**src/rtl/sled_scan.sv**
```systemverilog
// Multiplexed N-digit hex 7-segment driver with blanking and tear-free load.
// Optional: define LEADING_ZERO_BLANK_EN to suppress leading zero digits.
module sled_scan #(
  parameter int NUM_DIGITS   = 8,
  parameter int SCAN_DIV     = 50000,
  parameter int BLANK_CYCLES = 16
) (
  input  logic                    clock,
  input  logic                    rst,
  input  logic [4*NUM_DIGITS-1:0] data_in,
  input  logic [NUM_DIGITS-1:0]   dp_in,
  input  logic                    load_valid,
  output logic                    load_ready,
  output logic [7:0]              seg,
  output logic [NUM_DIGITS-1:0]   dig,
  output logic                    frame_tick
);

  localparam int PW = $clog2(SCAN_DIV);
  localparam int IW = (NUM_DIGITS > 1) ? $clog2(NUM_DIGITS) : 1;
  localparam logic [PW-1:0] P_LAST = PW'(SCAN_DIV - 1);
  localparam logic [IW-1:0] I_LAST = IW'(NUM_DIGITS - 1);
  localparam logic [31:0] BLANK = 32'(BLANK_CYCLES);

  logic [PW-1:0]           presc;
  logic [IW-1:0]           idx;
  logic                    pending;
  logic [4*NUM_DIGITS-1:0] pend_data;
  logic [4*NUM_DIGITS-1:0] disp_data;
  logic [NUM_DIGITS-1:0]   pend_dp;
  logic [NUM_DIGITS-1:0]   disp_dp;
  logic                    wrap;
  logic                    boundary;
  logic                    accept;
  logic                    in_blank;
  logic                    digit_off;
  logic                    dp_sel;
  logic [3:0]              nib;

  function automatic logic [6:0] font(input logic [3:0] n);
    logic [6:0] f;
    unique case (n)
      4'h0: f = 7'h40;
      4'h1: f = 7'h79;
      4'h2: f = 7'h24;
      4'h3: f = 7'h30;
      4'h4: f = 7'h19;
      4'h5: f = 7'h12;
      4'h6: f = 7'h02;
      4'h7: f = 7'h78;
      4'h8: f = 7'h00;
      4'h9: f = 7'h10;
      4'hA: f = 7'h08;
      4'hB: f = 7'h03;
      4'hC: f = 7'h46;
      4'hD: f = 7'h21;
      4'hE: f = 7'h06;
      4'hF: f = 7'h0E;
    endcase
    return f;
  endfunction

  assign wrap       = (presc == P_LAST);
  assign boundary   = wrap && (idx == I_LAST);
  assign accept     = load_valid && !pending;
  assign load_ready = !pending;
  assign in_blank   = 32'(presc) < BLANK;

  always_comb begin
    nib    = 4'h0;
    dp_sel = 1'b0;
    for (int i = 0; i < NUM_DIGITS; i++) begin
      if (idx == IW'(i)) begin
        nib    = disp_data[4*i +: 4];
        dp_sel = disp_dp[i];
      end
    end
  end

`ifdef LEADING_ZERO_BLANK_EN
  logic [IW-1:0] hi;

  // hi stays 0 for an all-zero value, so digit 0 is never suppressed
  always_comb begin
    hi = '0;
    for (int i = 0; i < NUM_DIGITS; i++) begin
      if (disp_data[4*i +: 4] != 4'h0) hi = IW'(i);
    end
  end

  assign digit_off = (idx > hi);
`else
  assign digit_off = 1'b0;
`endif

  always_ff @(posedge clock or posedge rst) begin
    if (rst) begin
      presc <= '0;
      idx   <= '0;
    end else if (wrap) begin
      presc <= '0;
      idx   <= (idx == I_LAST) ? '0 : idx + 1'b1;
    end else begin
      presc <= presc + 1'b1;
    end
  end

  // accept is only possible with pending clear, so it never races the apply
  always_ff @(posedge clock or posedge rst) begin
    if (rst) begin
      pending   <= 1'b0;
      pend_data <= '0;
      pend_dp   <= '0;
      disp_data <= '0;
      disp_dp   <= '0;
    end else begin
      if (boundary && pending) begin
        pending   <= 1'b0;
        disp_data <= pend_data;
        disp_dp   <= pend_dp;
      end else if (accept) begin
        pending   <= 1'b1;
        pend_data <= data_in;
        pend_dp   <= dp_in;
      end
    end
  end

  always_ff @(posedge clock or posedge rst) begin
    if (rst) begin
      seg        <= 8'hFF;
      dig        <= '1;
      frame_tick <= 1'b0;
    end else begin
      frame_tick <= boundary && pending;
      if (in_blank) begin
        seg <= 8'hFF;
        dig <= '1;
      end else begin
        dig <= ~(NUM_DIGITS'(1) << idx);
        seg <= digit_off ? 8'hFF : {~dp_sel, font(nib)};
      end
    end
  end

endmodule

```
**config.mk**
```make
export PLATFORM = sky130hd
export DESIGN_NAME = sled_scan
export DESIGN_NICKNAME = d
export VERILOG_FILES = /design/src/rtl/sled_scan.sv
export SDC_FILE = /design/constraint.sdc
export NUM_CORES = 1
export LEC_CHECK = 0
export CAP_MARGIN = 20
export CORE_MARGIN = 8
export CORE_UTILIZATION = 40
export CTS_CLUSTER_SIZE = 16
export DETAILED_ROUTE_END_ITERATION = 8
export DONT_BUFFER_PORTS = 1
export SYNTH_ARGS = -nofsm -noshare
export SYNTH_HDL_FRONTEND = slang
export SYNTH_SLANG_ARGS = --single-unit
```
**constraint.sdc**
```tcl
create_clock -name clock -period 4.9 [get_ports clock]
set_clock_uncertainty 0.2 [all_clocks]
set_input_delay 0.98 -clock clock [delete_from_list [all_inputs] [get_ports clock]]
set_output_delay 0.98 -clock clock [all_outputs]
set_load 0.03 [all_outputs]
```
==> summary.txt, run 1 <==
Cells and area
  • Post-route cell area: ~6000 µm²
  • Share of cells above drive strength 1: 0.204
  • # diodes: 0
  • Area delta synth->final: 15.1%
  • Layout Nets: about 550

Die
  • Die width: 130 µm
  • Starting Density: 0.411
  • Ports: 61
  • Core area: 12700 µm²
  • Placement Rows: 41
  • Die height: 130 µm
  • Die area: 17000 µm²

Power
  • Pwr Total: 0.00233 W
  • PwrDens: 387 nW/µm²
  • Psw: a little under 0.0005 W
  • Switching Share: 0.212
  • Sequential power share: 0.440
  • Combinational fraction of design power: 0.024
  • Max VDD drop: 0.000281 V
  • Clock network power share: 0.536
  • Internal power: 0.00184 W
  • Leak: approximately 2.8 nW

Critical path
  • Crit start category: register
  • Crit Path Max Fanout: 18
  • CP required: 5.03 ns
  • Setup CP Type: reg2reg
  • CP arrival: 3.77 ns
  • Crit path capture type: register

Global route
  • Overall global routing resource usage: 0.146
  • Number of antenna violations at the first check in global routing: 0
  • Vias in the first global route: 3612
  • First-pass GRT wire length: 18900 µm
  • Total gr overflow: 0
  • Pin count of the biggest net entering global routing: 48

Clock tree
  • Clk Latency, worst-skew pair: between 0.4 and 0.5 ns
  • Clk slew on worst S/H paths: 0.06 ns
  • Worst-case clock buffer depth: 2
  • TritonCTS Buffers: 17
  • Hold Buf Count CTS: 0
  • # resized after CTS: 0
  • Clock sink count: about 120
  • Post-CTS setup buffer count: 0
  • CTS tree: done
  • CTS Root Cell: clkbuf_16
  • Depth of the CTS H-tree: 4

Yosys
  • Cell Area, Synth: approximately 5200 µm²
  • Distinct cell type count after synthesis: 50
  • Synth Flop Type: dfrtp_1
  • Most common cell in the netlist: nand2_1
  • Avg Synthesized Cell Area: 10.5 µm²
  • Synth area leaders: dfrtp_1 (48%), nand2_1 (10%), mux2_2 (8.8%), dfstp_2 (8.0%), ha_1 (3.3%)
  • Synthesized net count: 554
  • Post-synth top cells: nand2_1 (146), dfrtp_1 (101), mux2_2 (41)
  • Mapped Cells: 497
  • Post-synthesis async set-or-reset flop share: 1.00
  • Number of flops mapped to enable cells by yosys: 0
  • Area leader, netlist: dfrtp_1
  • Seq/Total Area, Yosys: 0.563
  • Top-area cell type share of the netlist area: 0.483
  • Seq cells post-synth: 117
  • YS warnings: 0

Placement
  • Port bufs: 0
  • Place WS: approximately 1.3 ns
  • Placed Area: 5390 µm²
  • Placer Congestion: 0.884
  • HPWL after DPL: 8060 µm

Route
  • Vias: about 3500
  • DRT Pass-1 Iters: 5
  • DRT antenna net count: 0
  • Wirelength per Cell: 16.6 µm
  • DRT iter0 DRCs: between 200 and 300
  • # DRC: 0
  • Via density: 5.13
  • Routed WL: 11300 µm

Flow run
  • Max-cap check violation count: 0

Timing
  • Final worst path period share: 0.742
  • Final hold vios: 0
  • Post-route setup slack: 1.26 ns
  • Setup TNS: 0 ns
  • Unrepaired setup endpoints after global routing: false
  • Worst slew margin: 0.512
  • Tmin final: 3.64 ns
  • Final slew viol count: 0
  • FMAX: 0.275 GHz
  • # setup viols final: 0
  • Worst Tran Pin Value: 0.724 ns

Outcome
  • Status: complete, no violations

Hold path
  • Worst hold path class: in2async
==> cell families after synthesis <==
family | share of synthesized area
muxes | 0.0920
adders and majority gates | 0.0335
and+or+nand+nor | 0.172
xor gates and xnor gates | 0.0218
DFF | 0.563
AOI/OAI and AO/OA | 0.0834
buffers and inverters | 0.0337
==> final timing paths <==
path / slack [ns] / to / from / cells past startpoint
worst max-delay path: 1.26 / seg[3]$_DFF_PP1_ / idx[2]$_DFFE_PP0P_ / 10
worst min-delay path: 0.21 / pend_data[7]$_DFFE_PP0P_ / rst / 1
worst max register to register: 1.26 / seg[3]$_DFF_PP1_ / idx[2]$_DFFE_PP0P_ / 10
worst min register to register: 0.26 / disp_data[17]$_DFFE_PP0P_ / pend_data[17]$_DFFE_PP0P_ / 2
max in group asynchronous: 3.35 / pend_data[27]$_DFFE_PP0P_ / rst / 2
min in group clock: 0.26 / disp_data[17]$_DFFE_PP0P_ / pend_data[17]$_DFFE_PP0P_ / 2
==> power by group through the flow <==
| stage | clock (W) | sequential (W) | combinational, W |
|---|---|---|---|
| 4_1_cts | 0.00128 | 0.00103 | 0.0000582 |
| 6_report | 0.00125 | 0.00103 | 0.0000554 |
| 3_3_place_gp | 0 | 0.00104 | 0.0000553 |
| 3_5_place_dp | 0 | 0.00104 | 0.0000581 |
| 5_1_grt | 0.00132 | 0.00103 | 0.0000637 |
| 2_1_floorplan | 0 | 0.00104 | 0.0000477 |
==> per-stage QoR <==
stage | instances | util | hold slack [ns]
final | 682 | 0.473 | 0.208
after global routing | 682 | 0.473 | 0.240
after CTS | 681 | 0.471 | 0.221
after global placement | 649 | 0.423 | 0.260
after detailed placement | 649 | 0.423 | 0.262
after floorplan | 497 | - | 0.230
==> registers in the layout, summed over array words and instances (netlist names) <==
signal / cells
dig: 8
disp_data: 32
disp_dp: 8
frame_tick: 1
idx: 3
pend_data: 32
pend_dp: 8
pending: 1
presc: 16
seg: 8
==> metal layers <==
layer / track usage / vias to the layer above / wire, µm / share of wire
met5: 0 / - / 0 / 0
met2: 0.211 / 97 / 5210 / 0.46
met3: 0.0616 / 10 / 764 / 0.068
met4: 0.0635 / 0 / 136 / 0.012
li1: - / 1689 / - / -
met1: 0.189 / 1703 / 5200 / 0.46
==> layout make-up <==
type | count | area [µm²]
Clock buffer | 18 | 429
Clock inverter | 14 | 178
Fill cell | 1216 | 6700
Inverter | 16 | 62.6
Multi-Input combinational cell | 338 | 2120
Sequential cell | 117 | 2950
Tap cell | 172 | 215
Timing Repair Buffer | 7 | 72.6
==> cell usage in the layout, fill, tap and decap left out, types with 14 or more instances in the layout <==
cell and instances:
nand2_1 146, dfrtp_1 101, mux2_2 41, nor2_1 17, clkbuf_16 17, dfstp_2 16, inv_1 15, a21oi_1 15
ha_1 14
==> worst max-delay path, cell delays in order (launching register included) <==
cell       delay [ns]
dfrtp_1          0.73
inv_1            0.22
ha_1             0.36
or2_4            0.29
a211o_1          0.23
a31oi_1          0.47
inv_1            0.21
ha_1             0.34
a21oi_1          0.22
a2111oi_4        0.07
a41oi_1          0.21
Power figures use the tool's default switching activity.
==> run 2: changes to the inputs <==
clock period = 3.35 ns   (was 4.9 ns; I/O delays follow)
==> run 2 against run 1 <==
Non-clock buffer count rose by 9. Maximum frequency is 16% higher. Setup slack lost 1.0 ns. Clock power rose by 34%.
==> summary.txt, run 2 (synthesis results as in run 1) <==
Outcome
  • Status: complete, no violations (unchanged)

Route
  • Via density: 5.21 (was 5.13)
  • Wirelength per Cell: 16.2 µm (was 16.6 µm)
  • DRT Pass-1 Iters: 4 (was 5)
  • Vias: 3600 (was 3499)
  • DRT iter0 DRCs: 200 (was 285)
  • Routed WL: 11200 µm (was 11300 µm)
  • DRT antenna net count: 0 (unchanged)
  • # DRC: 0 (unchanged)

Critical path
  • CP required: 3.46 ns (was 5.03 ns)
  • Worst path bufs/invs: 3 (was 2)
  • Worst path max stage delay: 0.37 ns (was 0.73 ns)
  • Crit path capture type: register (unchanged)
  • Worst Reg-to-Reg Cells: 12 (was 10)
  • Critical path, cell by cell: inv_1 > ha_1 > buf_4 > a21oi_1 > a221oi_1 > o2bb2ai_1 > nand2_1 > o21ai_1 > inv_1 > ha_1 > nor4_1 > o31ai_1 (was inv_1 > ha_1 > or2_4 > a211o_1 > a31oi_1 > inv_1 > ha_1 > a21oi_1 > a2111oi_4 > a41oi_1)
  • Crit Path Max Fanout: 12 (was 18)
  • Delay-heaviest family, CP: compound AO/OA/AOI/OAI gates (unchanged)
  • Setup CP Type: reg2reg (unchanged)
  • Crit start category: register (unchanged)
  • CP arrival: 3.24 ns (was 3.77 ns)
  • Critical path's slowest cell: o21ai_1 (was dfrtp_1)
  • Critical path depth in cells: 12 (was 10)

Timing
  • FMAX: 0.320 GHz (was 0.275 GHz)
  • # setup viols final: 0 (unchanged)
  • Setup TNS: 0 ns (unchanged)
  • Final worst path period share: 0.934 (was 0.742)
  • Worst Tran Pin Value: 0.851 ns (was 0.724 ns)
  • Final slew viol count: 0 (unchanged)
  • Final hold vios: 0 (unchanged)
  • Unrepaired setup endpoints after global routing: false (unchanged)
  • Tmin final: 3.13 ns (was 3.64 ns)
  • Worst slew margin: 0.431 (was 0.512)

Die
  • Die height: 130 µm (unchanged)
  • Starting Density: 0.411 (unchanged)
  • Die width: 130 µm (unchanged)
  • Ports: 61 (unchanged)
  • Die area: 17000 µm² (unchanged)
  • Placement Rows: 41 (unchanged)
  • Core area: 12700 µm² (unchanged)

Flow run
  • Max-cap check violation count: 0 (unchanged)

Placement
  • Placer Congestion: 0.912 (was 0.884)
  • HPWL after DPL: 8200 µm (was 8060 µm)
  • Port bufs: 0 (unchanged)

Power
  • PwrDens: 542 nW/µm² (was 387 nW/µm²)
  • Leak: 2.80 nW (was 2.77 nW)
  • Max VDD drop: 0.000315 V (was 0.000281 V)
  • Pwr Total: 0.00326 W (was 0.00233 W)

Hold path
  • Worst hold path class: in2async (unchanged)

Clock tree
  • Clock sink count: 117 (unchanged)
  • TritonCTS Buffers: 17 (unchanged)
  • Depth of the CTS H-tree: 4 (unchanged)
  • Clk Latency, worst-skew pair: 0.41 ns (was 0.43 ns)
  • CTS tree: done (unchanged)
  • CTS Root Cell: clkbuf_16 (unchanged)
  • Worst-case clock buffer depth: 2 (unchanged)
  • Clk slew on worst S/H paths: 0.05 ns (was 0.06 ns)
  • Hold Buf Count CTS: 0 (unchanged)

Cells and area
  • # diodes: 0 (unchanged)
  • Final Util: 0.473 (about the same)
  • Commonest non-fill, non-tap cell in the layout: nand2_1 (unchanged)
  • Top flop regs: disp_data (32), pend_data (32), presc (16) (unchanged)
  • Share of cells above drive strength 1: 0.208 (was 0.204)
  • Area delta synth->final: 15.0% (was 15.1%)
  • Layout Nets: 563 (was 554)
  • Commonest non-fill, non-tap cells in the layout: nand2_1 (146), dfrtp_1 (101), mux2_2 (41), nor2_1 (17), clkbuf_16 (17) (unchanged)

Global route
  • Overall global routing resource usage: 0.143 (was 0.146)
  • Total gr overflow: 0 (unchanged)
  • Number of antenna violations at the first check in global routing: 0 (unchanged)
  • Pin count of the biggest net entering global routing: 41 (was 48)
  • Vias in the first global route: 3705 (was 3612)
  • First-pass GRT wire length: 18400 µm (was 18900 µm)
==> run 2: cell types whose count changed in the layout (fill, tap and decap cells not counted), moves of 2 or more <==
| cell | previous run | this run |
|---|---|---|
| buf_4 | 6 | 16 |
| bufinv_16 | 3 | 1 |
| clkbuf_1 | 1 | 6 |
| clkbuf_8 | 0 | 4 |
| clkinv_2 | 1 | 4 |
| clkinv_4 | 4 | 0 |
| clkinvlp_4 | 4 | 1 |
| inv_6 | 2 | 0 |
==> run 2: report_power, final <==
| part | leakage (nW) | switching (W) | total (W) | internal [W] |
|---|---|---|---|---|
| Sequential | 1.50 | 0.0000293 | 0.00150 | 0.00147 |
| Clock | 0.275 | 0.000583 | 0.00167 | 0.00109 |
| Combinational | 1.03 | 0.0000385 | 0.0000829 | 0.0000444 |
| Total | 2.80 | 0.000651 | 0.00326 | 0.00261 |
==> run 2: repair_timing <==
item                                    4_1_cts  5_1_grt
buffers inserted                              0        0
resized for setup                             0        1
endpoints found under the setup margin        0        5
==> run 2: path summary, 6_finish.rpt <==
path                                      startpoint                         to  slack [ns]
setup / recovery                  idx[1]$_DFFE_PP0P_           seg[0]$_DFF_PP1_        0.22
hold / removal                                   rst  pend_data[10]$_DFFE_PP0P_        0.08
setup reg to reg                  idx[1]$_DFFE_PP0P_           seg[0]$_DFF_PP1_        0.22
hold reg to reg            pend_data[18]$_DFFE_PP0P_  disp_data[18]$_DFFE_PP0P_        0.27
max in group asynchronous                        rst           seg[6]$_DFF_PP1_        2.05
min in group clock                        load_valid        pending$_DFFE_PP0P_        0.19
==> run 2: stage by stage <==
step                setup WS, ns  instances  area, µm²  hold WS [ns]
floorplan                  0.432        497       5240         0.230
global placement           0.275        659       5460         0.257
detailed placement        0.0842        659       5460         0.259
CTS                       0.0667        691       6020         0.105
global route              0.0165        691       6020         0.140
finish                     0.221        691       6020        0.0813
==> run 2: layout make-up <==
class                      instances  area [µm²]
fill                            1254        6710
sequential                       117        2950
multi-input combinational        338        2120
clock buffer                      27         503
tap                              172         215
timing repair buffer              16         120
inverter                          16        63.8
clock inverter                     5        50.0
==> run 2: worst reg2reg max path, delay by kind of cell (launching register included) <==
family / cells / cell delay (ns)
buffers and inverters: 3 / 0.49
adders and majority gates: 2 / 0.60
and+or+nand+nor: 2 / 0.41
AOI/OAI and AO/OA: 5 / 0.96
DFF: 1 / 0.36
==> run 2: metal layers <==
layer  routed length (µm)  vias to the layer above  share of wire  track usage
li1                     -                     1698              -            -
met1                 5240                     1769           0.47        0.179
met2                 4910                      107           0.44        0.209
met3                  800                       26          0.071       0.0596
met4                  247                        0          0.022       0.0695
met5                    0                        -              0            0
==> run 3: changes to the inputs <==
clock period = 2.9 ns   (was 3.35 ns; I/O delays follow)
==> run 3 against run 2 <==
Via count shrank 0.97%. Register-to-register slack worse by 0.11 ns. Flip-flop and latch count unchanged. Highest routed layer unchanged. Critical endpoint unchanged. Largest cell class unchanged. Clock power rose by 26%.
==> summary.txt, run 3 (synthesis results as in run 1) <==
Outcome
  • Status: complete, no violations (unchanged)

Timing
  • # setup viols final: 0 (unchanged)
  • Setup TNS: 0 ns (unchanged)
  • FMAX: 0.359 GHz (was 0.320 GHz)
  • Worst Tran Pin Value: 0.452 ns (was 0.851 ns)
  • Final slew viol count: 0 (unchanged)
  • Tmin final: 2.78 ns (was 3.13 ns)
  • Final hold vios: 0 (unchanged)
  • Unrepaired setup endpoints after global routing: true (was false)
  • Final worst path period share: 0.960 (was 0.934)
  • Hold_ws: 0.0967 ns (was 0.0813 ns)
  • Worst slew margin: 0.699 (was 0.431)

Clock tree
  • Clk Latency, worst-skew pair: 0.42 ns (was 0.41 ns)
  • Clk slew on worst S/H paths: 0.05 ns (about the same)
  • Depth of the CTS H-tree: 4 (unchanged)
  • Worst-case clock buffer depth: 2 (unchanged)
  • CTS Root Cell: clkbuf_16 (unchanged)
  • Clock sink count: 117 (unchanged)
  • TritonCTS Buffers: 17 (unchanged)
  • CTS tree: done (unchanged)

Critical path
  • CP required: 3.01 ns (was 3.46 ns)
  • Critical path, cell by cell: inv_1 > ha_2 > nand3b_1 > a221oi_1 > o2bb2ai_1 > nand2_1 > o21ai_4 > inv_1 > ha_1 > nor4_1 > o31ai_1 (was inv_1 > ha_1 > buf_4 > a21oi_1 > a221oi_1 > o2bb2ai_1 > nand2_1 > o21ai_1 > inv_1 > ha_1 > nor4_1 > o31ai_1)
  • Crit path capture type: register (unchanged)
  • Critical path's slowest cell: dfrtp_1 (was o21ai_1)
  • Setup CP Type: reg2reg (unchanged)
  • Worst path max stage delay: 0.40 ns (was 0.37 ns)
  • Most used cell, CP: inv_1
  • Crit start category: register (unchanged)
  • Crit Path Max Fanout: 14 (was 12)
  • CP arrival: 2.90 ns (was 3.24 ns)

Hold path
  • Worst hold path class: in2reg (was in2async)

Placement
  • HPWL after DPL: 8140 µm (was 8200 µm)
  • Placer Congestion: 0.839 (was 0.912)
  • Placed cell count: 664 (was 659)
  • Port bufs: 0 (unchanged)

Cells and area
  • Commonest non-fill, non-tap cell in the layout: nand2_1 (unchanged)
  • Commonest non-fill, non-tap cells in the layout: nand2_1 (146), dfrtp_1 (101), mux2_2 (41), buf_4 (19) (was nand2_1 (146), dfrtp_1 (101), mux2_2 (41), nor2_1 (17), clkbuf_16 (17))
  • Share of cells above drive strength 1: 0.240 (was 0.208)
  • Post-route insts no fill: 698 (was 691)
  • Layout Nets: 570 (was 563)
  • # diodes: 0 (unchanged)
  • Sequential Area: 2950 µm² (unchanged)
  • Area of the multi-input gates: 2160 µm² (was 2120 µm²)
  • Area delta synth->final: 18.5% (was 15.0%)
  • Filler cells: 1202 (was 1254)
  • Top flop regs: disp_data (32), pend_data (32), presc (16) (unchanged)
  • Final Util: 0.488 (was 0.473)

Power
  • PwrDens: 635 nW/µm² (was 542 nW/µm²)
  • Internal power: 0.00311 W (was 0.00261 W)
  • Psw: 0.000835 W (was 0.000651 W)
  • Switching Share: 0.212 (was 0.200)
  • Pwr Total: 0.00394 W (was 0.00326 W)
  • Combinational fraction of design power: 0.025 (about the same)
  • Max VDD drop: 0.000482 V (was 0.000315 V)
  • Leak: 2.86 nW (was 2.80 nW)
  • Clock network power share: 0.535 (was 0.514)
  • Sequential power share: 0.440 (was 0.461)

Route
  • DRT antenna net count: 0 (unchanged)
  • Via density: 5.11 (was 5.21)
  • Wirelength per Cell: 16.2 µm (about the same)
  • # DRC: 0 (unchanged)
  • DRT iter0 DRCs: 171 (was 200)
  • Routed WL: 11300 µm (was 11200 µm)
  • Vias: 3565 (was 3600)
  • DRT Pass-1 Iters: 4 (unchanged)

Global route
  • Pin count of the biggest net entering global routing: 72 (was 41)
  • Number of antenna violations at the first check in global routing: 0 (unchanged)
  • Vias in the first global route: 3788 (was 3705)
  • Total gr overflow: 0 (unchanged)
  • Overall global routing resource usage: 0.146 (was 0.143)
  • First-pass GRT wire length: 19100 µm (was 18400 µm)

Flow run
  • Max-cap check violation count: 0 (unchanged)

Die
  • Ports: 61 (unchanged)
  • Die width: 130 µm (unchanged)
  • Placement Rows: 41 (unchanged)
  • Starting Density: 0.411 (unchanged)
  • Die area: 17000 µm² (unchanged)
  • Die height: 130 µm (unchanged)
  • Core area: 12700 µm² (unchanged)
==> run 3: critical path, delay by kind of cell, from the launching register on <==
| family | cells | cell delay [ns] |
|---|---|---|
| compound gates | 4 | 0.60 |
| fa+ha+maj | 2 | 0.61 |
| buf+inv | 2 | 0.22 |
| flops | 1 | 0.40 |
| simple gates | 3 | 0.65 |
==> run 3: per-layer routing <==
metal	vias to the layer above	track usage	wire length [µm]
met1	1769	0.187	5270
li1	1711	-	-
met5	-	0	0
met2	75	0.220	5130
met3	10	0.0620	781
met4	0	0.0486	118
==> run 3: layout make-up <==
| cell class | count | share of cell area |
|---|---|---|
| Timing Repair Buffer | 23 | 0.0343 |
| Clock buffer | 17 | 0.0686 |
| Sequential cell | 117 | 0.475 |
| Multi-Input combinational cell | 338 | 0.348 |
| Inverter | 16 | 0.0103 |
| Clock inverter | 15 | 0.0288 |
| Tap cell | 172 | 0.0347 |
==> run 3: what timing repair did <==
action	4_1_cts	5_1_grt
cloned	0	0
pin swaps	0	1
endpoints found under the setup margin	2	7
endpoints found under the hold margin	8	0
buffers inserted	0	1
hold buffers	1	0
resized for setup	1	7
==> run 3: per-stage QoR <==
stage | setup slack [ns] | cell area (µm²)
6_report | 0.116 | 6200
5_1_grt | -0.0948 | 6200
4_1_cts | 0.0814 | 6160
3_5_place_dp | -0.0178 | 5550
3_3_place_gp | 0.151 | 5550
2_1_floorplan | 0.0807 | 5240
==> run 3: power by group through the flow <==
| stage | clock (W) | sequential [W] | combinational [W] |
|---|---|---|---|
| final | 0.00211 | 0.00173 | 0.0000996 |
| after global routing | 0.00223 | 0.00174 | 0.000114 |
| after CTS | 0.00215 | 0.00173 | 0.000103 |
| after detailed placement | 0 | 0.00176 | 0.000102 |
| after global placement | 0 | 0.00176 | 0.0000968 |
| after floorplan | 0 | 0.00175 | 0.0000810 |
==> run 3: final timing paths <==
path | cells past startpoint | endpoint | start | slack (ns)
max | 11 | seg[0]$_DFF_PP1_ | idx[1]$_DFFE_PP0P_ | 0.12
min | 2 | pending$_DFFE_PP0P_ | load_valid | 0.1
max reg2reg | 11 | seg[0]$_DFF_PP1_ | idx[1]$_DFFE_PP0P_ | 0.12
min reg2reg | 2 | disp_data[16]$_DFFE_PP0P_ | disp_data[16]$_DFFE_PP0P_ | 0.26
max in group asynchronous | 3 | seg[7]$_DFF_PP1_ | rst | 1.42
min in group asynchronous | 2 | pend_data[7]$_DFFE_PP0P_ | rst | 0.39
